`src/rtl/serial_adder.sv`:
```
// Bit-serial adder/subtractor: one full-adder evaluation per clock, LSB first.
// Result is shifted in from the MSB side so it is aligned after WIDTH steps.
module serial_adder #(
   parameter int WIDTH = 32
) (
   input  logic             clk,
   input  logic             rst_n,
   input  logic             start,
   input  logic             sub,
   input  logic [WIDTH-1:0] op_a,
   input  logic [WIDTH-1:0] op_b,
   output logic             busy,
   output logic             done,
   output logic [WIDTH-1:0] result,
   output logic             cout,
   output logic             overflow
);

   localparam int CW = (WIDTH > 2) ? $clog2(WIDTH) : 1;

   typedef enum logic [1:0] {IDLE, RUN, DONE} state_t;

   state_t           state;
   logic [WIDTH-1:0] sh_a;
   logic [WIDTH-1:0] sh_b;
   logic             carry;
   logic [CW-1:0]    cnt;
   logic             armed;

   logic sum_bit;
   logic carry_next;
   logic last;
   logic accept;

   always_comb begin
      sum_bit    = sh_a[0] ^ sh_b[0] ^ carry;
      carry_next = (sh_a[0] & sh_b[0]) | (sh_a[0] & carry) | (sh_b[0] & carry);
      last       = (cnt == CW'(WIDTH - 1));
      // armed stays low for the first edge after reset release, so that edge never accepts start
      accept     = start & armed & (state != RUN);
   end

   always_ff @(posedge clk or negedge rst_n) begin
      if (!rst_n) begin
         state    <= IDLE;
         busy     <= 1'b0;
         done     <= 1'b0;
         result   <= '0;
         cout     <= 1'b0;
         overflow <= 1'b0;
         sh_a     <= '0;
         sh_b     <= '0;
         carry    <= 1'b0;
         cnt      <= '0;
         armed    <= 1'b0;
      end else begin
         armed <= 1'b1;
         if (accept) begin
            sh_a  <= op_a;
            sh_b  <= sub ? ~op_b : op_b;
            carry <= sub;
            cnt   <= '0;
            state <= RUN;
            busy  <= 1'b1;
            done  <= 1'b0;
         end else begin
            case (state)
               RUN: begin
                  result <= {sum_bit, result[WIDTH-1:1]};
                  sh_a   <= {1'b0, sh_a[WIDTH-1:1]};
                  sh_b   <= {1'b0, sh_b[WIDTH-1:1]};
                  carry  <= carry_next;
                  cnt    <= cnt + 1'b1;
                  if (last) begin
                     // carry still holds the carry into the MSB on this edge
                     cout     <= carry_next;
                     overflow <= carry ^ carry_next;
                     state    <= DONE;
                     busy     <= 1'b0;
                     done     <= 1'b1;
                  end
               end
               DONE: begin
                  state <= IDLE;
                  done  <= 1'b0;
               end
               default: begin
                  state <= IDLE;
               end
            endcase
         end
      end
   end

endmodule
```
`config.mk`:
```
export PLATFORM = sky130hd
export DESIGN_NAME = serial_adder
export DESIGN_NICKNAME = d
export VERILOG_FILES = /design/src/rtl/serial_adder.sv
export SDC_FILE = /design/constraint.sdc
export NUM_CORES = 1
export LEC_CHECK = 0
export ABC_AREA = 1
export ABC_CLOCK_PERIOD_IN_PS = 2550
export CAP_MARGIN = 10
export CORE_MARGIN = 2
export CORE_UTILIZATION = 55
export DETAILED_ROUTE_END_ITERATION = 6
export DONT_BUFFER_PORTS = 1
export PLACE_DENSITY = 0.7
export SYNTH_ARGS = -nofsm -noshare
export SYNTH_HDL_FRONTEND = slang
export SYNTH_SLANG_ARGS = --single-unit
```
`constraint.sdc`:
```
create_clock -name clk -period 2.55 [get_ports clk]
set_clock_uncertainty 0.15 [all_clocks]
set_input_delay 0.3825 -clock clk [delete_from_list [all_inputs] [get_ports clk]]
set_output_delay 0.3825 -clock clk [all_outputs]
set_load 0.02 [all_outputs]
```
==> results of run 1 <==
-- power groups by stage --
stage / Sequential [µW] / Clock [µW] / Combinational [µW]
finish: 3080 / 1050 / 1780
global route: 3160 / 1150 / 2070
CTS: 3080 / 1080 / 1810
detailed placement: 3120 / 0 / 1770
global placement: 3100 / 0 / 1680
floorplan: 2990 / 0 / 1540
-- cell usage in the layout (no fill, tap or decap) --
| cell type | count |
|---|---|
| buf_12 | 1 |
| buf_4 | 4 |
| bufinv_16 | 1 |
| clkbuf_1 | 1 |
| clkbuf_8 | 10 |
| clkinv_2 | 1 |
| clkinvlp_4 | 2 |
| conb_1 | 1 |
| dfrtp_1 | 109 |
| dlygate4sd3_1 | 27 |
| fa_1 | 1 |
| ha_1 | 2 |
| inv_1 | 55 |
| inv_2 | 2 |
| inv_4 | 1 |
| inv_6 | 1 |
| nand2_1 | 276 |
| nand2_2 | 3 |
| nand2_4 | 1 |
| nand3_1 | 128 |
| nor2_1 | 5 |
| nor2_4 | 1 |
| o21ai_0 | 29 |
| o21ai_1 | 8 |
| xnor2_1 | 2 |
-- final cells by class --
cell class | count | area, µm²
clock buffer | 11 | 141
timing repair buffer | 32 | 320
sequential | 109 | 2730
fill | 830 | 3600
inverter | 58 | 220
tap | 111 | 139
clock inverter | 5 | 58.8
multi-input combinational | 457 | 1990
-- final timing paths --
check                         start         end  slack [ns]
max reg2reg                state[1]    sh_b[14]        0.70
min                           rst_n  result[11]       -0.44
max                        state[1]    sh_b[14]        0.70
max in group asynchronous     rst_n    sh_b[20]        2.54
min reg2reg                  cnt[4]      cnt[4]        0.34
min in group clk           op_a[27]    sh_a[27]        0.01
-- worst reg2reg max path, cell delays in order, from the launching register on --
cell and delay, ns:
dfrtp_1 0.40, inv_1 0.09, nand2_4 0.23, nand2_2 0.16, inv_4 0.48, nand2_1 0.16, nand3_1 0.11
-- cells in the mapped netlist (all sizes together) --
| library cell | n |
|---|---|
| buf | 30 |
| clkbuf | 11 |
| conb | 1 |
| dfrtp | 109 |
| fa | 1 |
| ha | 2 |
| inv | 58 |
| nand2 | 280 |
| nand3 | 128 |
| nor2 | 6 |
| o21ai | 37 |
| xnor2 | 2 |
-- registers in the layout, indices dropped and copies added, names as in the netlist --
| name | count |
|---|---|
| state | 2 |
| carry | 1 |
| busy | 1 |
| overflow | 1 |
| cnt | 5 |
| result | 32 |
| done | 1 |
| sh_a | 32 |
| sh_b | 32 |
| cout | 1 |
| armed | 1 |
-- kinds of logic after synthesis --
logic type	after synthesis	synth area share (%)
AO/OA/AOI/OAI	37	3.57
XOR/XNOR	2	0.338
adder cells (fa/ha/maj)	3	0.869
buffers and inverters	99	9.27
flip-flops	109	52.6
other	1	0.0723
AND/OR/NAND/NOR	414	33.3
-- per-layer routing --
| layer | global-route usage, % | vias up | share of wire [%] |
|---|---|---|---|
| li1 | - | 2077 | - |
| met1 | 29.8 | 1964 | 44 |
| met2 | 39.1 | 105 | 50 |
| met3 | 4.30 | 11 | 5.2 |
| met4 | 6.13 | 0 | 0.97 |
| met5 | 0 | - | 0 |
-- stage by stage --
stage	util [%]	area (µm²)
final	60.8	5600
after global routing	60.8	5600
after CTS	60.8	5600
after global placement	55.7	5120
after floorplan	-	5180
after detailed placement	55.7	5120
==> out/results.txt, run 1 <==
Sequential share of the synthesized area = 52.6%
Synth area leaders = dfrtp_1, nand2_1, nand3_1, inv_1, o21ai_0
Sw power = 2420 µW
Post-Syn Area = 0.00518 mm²
Pwr/cell area = 1060 mW/mm²
Outcome = finished with violations
H-tree depth = 3
N_diodes = 0
Worst path cell trace = inv_1, nand2_4, nand2_2, inv_4, nand2_1, nand3_1
Via count = 4157
CP bufs+invs = 2
Port Buffers = 0
1st-iter DRT viols = 218
CTS Buf Count = 9
Max IR drop VDD = 573 µV
Gr ovfl total = 0
Cts-stage hold buffer count = 27
Setup CP Type = reg2reg
WP depth = 6
Critical Path Fanout Max = 64
Post-Route Setup TNS = 0 ns
Hold Crit Class = in2async
Worst EP required = 2.68 ns
Clk sinks = 109
Slew @ Worst Pin = 0.904 ns
I/O Pins = 104
Post-route setup slack = 0.704 ns
Post-DP HPWL = 6.96 mm
Worst skew pair latency = 0.35 ns
Layout cell share with drive strength beyond 1 = 4.17%
First-pass GRT wire length = 18.9 mm
Crit end category = flop
Sequential power share = 52.1%
Avg Inst Size Synth = 7.80 µm²
CTS tree = done
Clk buf depth = 2
Root buffer cell = clkbuf_8
Min Clock Period, post-route = 1.85 ns
Synth Register Bits = 109
Placer congestion estimate = 0.766
Warnings, synthesis = 0
Max_cap viols = 0
DRC = 0
Clk pwr share = 17.8%
Reg2reg path depth = 6
Antenna Nets Post-Route = 0
Max-slew violations = 0
DP Worst Slack = 0.709 ns
Total Wirelength = 11.0 mm
# resized after CTS = 0
Crit path max-delay family = simple AND/OR/NAND/NOR gates
Setup Fix Bufs, Post-CTS = 0
Hold Vio Cnt, Final = 109
Internal = 3490 µW
Cell row count = 35
Final non-filler cell total = 783
Synth top area share = 52.6%
Netlist cell types = 20
Core ar. = 0.00920 mm²
Area grow syn2layout = 7.94%
Dominant cell type by area after synthesis = dfrtp_1
Final net count = 738
Initial Util = 56.4%
Leakage power = 0.00293 µW
WL per Instance = 14.0 µm
Worst Hold Margin = -0.443 ns
RSZ-0062 raised after global routing = no
Die H = 101 µm
Drt pass-1 iters = 4
Max incr delay on CP = 0.48 ns
CP Data Arrival Time = 1.98 ns
Net count after synthesis = 736
Clock slew at the register clock pins of the worst setup and hold paths = 0.10 ns
Maximum clock frequency = 542 MHz
DIE WIDTH = 101 µm
Switching Share = 41.0%
Combinational Power Share = 30.1%
Failing checks = negative hold slack
Final period util = 72.4%
Largest net degree at the start of global routing = 110
Count of final setup violators = 0
Initial antenna violation count = 0
Startpoint Class = flop
Die area = 0.0102 mm²
Gr usage total = 22.8%
Via-to-Cell Ratio = 5.31
Max-slew headroom = 39.7%
CP max-delay cell = inv_4
Cell count after synthesis = 665
Tot Pwr = 5910 µW
Cell total after placement = 740
Number of global-route vias before repair = 4183
Power figures use the tool's default switching activity.
==> run 2: changes to the inputs <==
--- a/config.mk
+++ b/config.mk
@@ -6,7 +6,7 @@
 export NUM_CORES = 1
 export LEC_CHECK = 0
 export ABC_AREA = 1
-export ABC_CLOCK_PERIOD_IN_PS = 2550
+export ABC_CLOCK_PERIOD_IN_PS = 1700
 export CAP_MARGIN = 10
 export CORE_MARGIN = 2
 export CORE_UTILIZATION = 55
==> constraint.sdc (replaced) <==
create_clock -name clk -period 1.7 [get_ports clk]
set_clock_uncertainty 0.15 [all_clocks]
set_input_delay 0.255 -clock clk [delete_from_list [all_inputs] [get_ports clk]]
set_output_delay 0.255 -clock clk [all_outputs]
set_load 0.02 [all_outputs]
==> run 2 against run 1 <==
Compared with the run above:
- the flow still finishes with violations (negative hold slack)
- register-to-register slack got worse by 0.56 ns
- critical path depth is the same
- routed wire length grew 6.1%
- count of clock-buffer cells in the layout decreased by 2
- sequential share of layout area down 4.1 points
- via count up 8.0%
- hold slack worse by 0.15 ns
- non-clock buffer count increased by 49
- die area unchanged
- combinational power rose by 62%
- critical endpoint is now sh_b[26]
- largest power group unchanged
- highest routed layer unchanged
==> out/results.txt, run 2 (synthesized netlist as in run 1, its figures left out) <==
Die H = 101 µm (unchanged)
CP Data Arrival Time = 1.73 ns (-0.25 ns)
Count of final setup violators = 0 (unchanged)
Post-route setup slack = 0.0893 ns (-0.615 ns)
Clk sinks = 109 (unchanged)
RSZ-0062 raised after global routing = no
Final core utilization = 66.4% (+5.6 points)
Cell total after placement = 741 (+0.14%)
Worst EP required = 1.82 ns (-0.86 ns)
Initial antenna violation count = 0 (unchanged)
Worst skew pair latency = 0.37 ns (+0.02 ns)
Number of global-route vias before repair = 4424 (+5.8%)
Core ar. = 0.00920 mm² (unchanged)
Failing checks = negative hold slack
1st-iter DRT viols = 280 (+28%)
Via-to-Cell Ratio = 5.40 (+1.7%)
Layout cell share with drive strength beyond 1 = 4.30% (+0.13 points)
CTS Buf Count = 9 (unchanged)
Max-slew violations = 0 (unchanged)
Critical Path Fanout Max = 31 (-52%)
H-tree depth = 3 (unchanged)
Most frequent cells in the layout = nand2_1, nand3_1, dfrtp_1
Max IR drop VDD = 613 µV (+7.0%)
Tot Pwr = 8960 µW (+52%)
Die area = 0.0102 mm² (unchanged)
Final non-filler cell total = 832 (+6.3%)
Placer congestion estimate = 0.794 (+3.8%)
Worst Hold Margin = -0.592 ns (-0.150 ns)
Port Buffers = 0 (unchanged)
R2r setup slk = 0.14 ns (-0.56 ns)
Final period util = 94.7%
Clk buf depth = 2 (unchanged)
Pwr/cell area = 1470 mW/mm² (+39%)
Leakage power = 0.00314 µW (+7.3%)
Via count = 4491 (+8.0%)
Slew @ Worst Pin = 0.924 ns (+0.0200 ns)
CTS tree = done
Post-Route Setup TNS = 0 ns (unchanged)
Gr usage total = 24.4% (+1.6 points)
Largest net degree at the start of global routing = 110 (unchanged)
WL per Instance = 14.0 µm (-0.16%)
Setup Fix Bufs, Post-CTS = 0 (unchanged)
Clock slew at the register clock pins of the worst setup and hold paths = 0.11 ns (about the same)
Commonest non-fill, non-tap cell in the layout = nand2_1
Crit path launch = sub
Hold Crit Class = in2async
Cell row count = 35 (unchanged)
Initial Util = 56.4% (unchanged)
Startpoint Class = input port
First-pass GRT wire length = 20.0 mm (+5.7%)
Drt pass-1 iters = 5 (+1)
Max_cap viols = 0 (unchanged)
Maximum clock frequency = 621 MHz
R2R Path Start = sh_a[0]
Setup CP Type = in2reg
Root buffer cell = clkbuf_8
N_diodes = 0 (unchanged)
Hold Vio Cnt, Final = 109 (unchanged)
Min Clock Period, post-route = 1.61 ns
Antenna Nets Post-Route = 0 (unchanged)
Crit end category = flop
I/O Pins = 104 (unchanged)
Outcome = finished with violations
DIE WIDTH = 101 µm (unchanged)
DP Worst Slack = 0.0935 ns (-0.616 ns)
Cts-stage hold buffer count = 75 (+180%)
Area grow syn2layout = 17.8%
Max-slew headroom = 38.4% (-1.3 points)
Final net count = 787 (+6.6%)
Reg2reg path depth = 3 (-3)
Reg-to-Reg End = overflow
DRC = 0 (unchanged)
Post-DP HPWL = 6.65 mm (-4.5%)
Crit path to = sh_b[26]
Total Wirelength = 11.6 mm (+6.1%)
Regs by FF count = result (32), sh_a (32), sh_b (32)
Gr ovfl total = 0 (unchanged)
-- run 2: worst min path at each step --
stage	start	endpoint	slack, ns
5_1_grt	rst_n	result[11]	-0.62
3_5_place_dp	rst_n	result[11]	-0.19
2_1_floorplan	rst_n	armed	-0.19
6_report	rst_n	result[10]	-0.59
3_3_place_gp	rst_n	result[11]	-0.19
4_1_cts	rst_n	result[11]	-0.61
-- run 2: layout make-up --
| type | count | area, µm² |
|---|---|---|
| multi-input cells | 457 | 1990 |
| clock buffers | 9 | 124 |
| clock inverters | 7 | 53.8 |
| inverters | 58 | 226 |
| repair buffers | 81 | 848 |
| well taps | 111 | 139 |
| fillers | 773 | 3090 |
| flip-flops and latches | 109 | 2730 |
-- run 2: through the flow --
step / instance area (µm²) / hold slack, ns
detailed placement: 5170 / -0.188
finish: 6110 / -0.592
CTS: 6100 / -0.608
floorplan: 5180 / -0.191
global placement: 5170 / -0.189
global route: 6110 / -0.623
-- run 2: critical path, stage by stage --
cell,delay [ns]
clkinvlp_4,0.41
nand2_1,0.24
nand2_1,0.10
dlygate4sd3_1,0.56
nand2_1,0.07
nand3_1,0.07
-- run 2: routing by layer --
metal / track usage, % / routed length, µm / vias to the layer above
met5: 0 / 0 / -
met4: 10.8 / 326 / 0
met3: 4.37 / 632 / 28
met2: 40.2 / 5610 / 129
met1: 31.7 / 5080 / 2152
li1: - / - / 2182
-- run 2: timing repair --
| action | CTS | global route |
|---|---|---|
| gates resized for setup | 0 | 3 |
| setup endpoints to repair | 0 | 62 |
| endpoints found under the hold margin | 174 | 109 |
-- run 2: where the power goes --
group,switching [µW],internal [µW]
Combinational,1760,1130
Clock,911,553
Sequential,1070,3550
Total,3740,5230
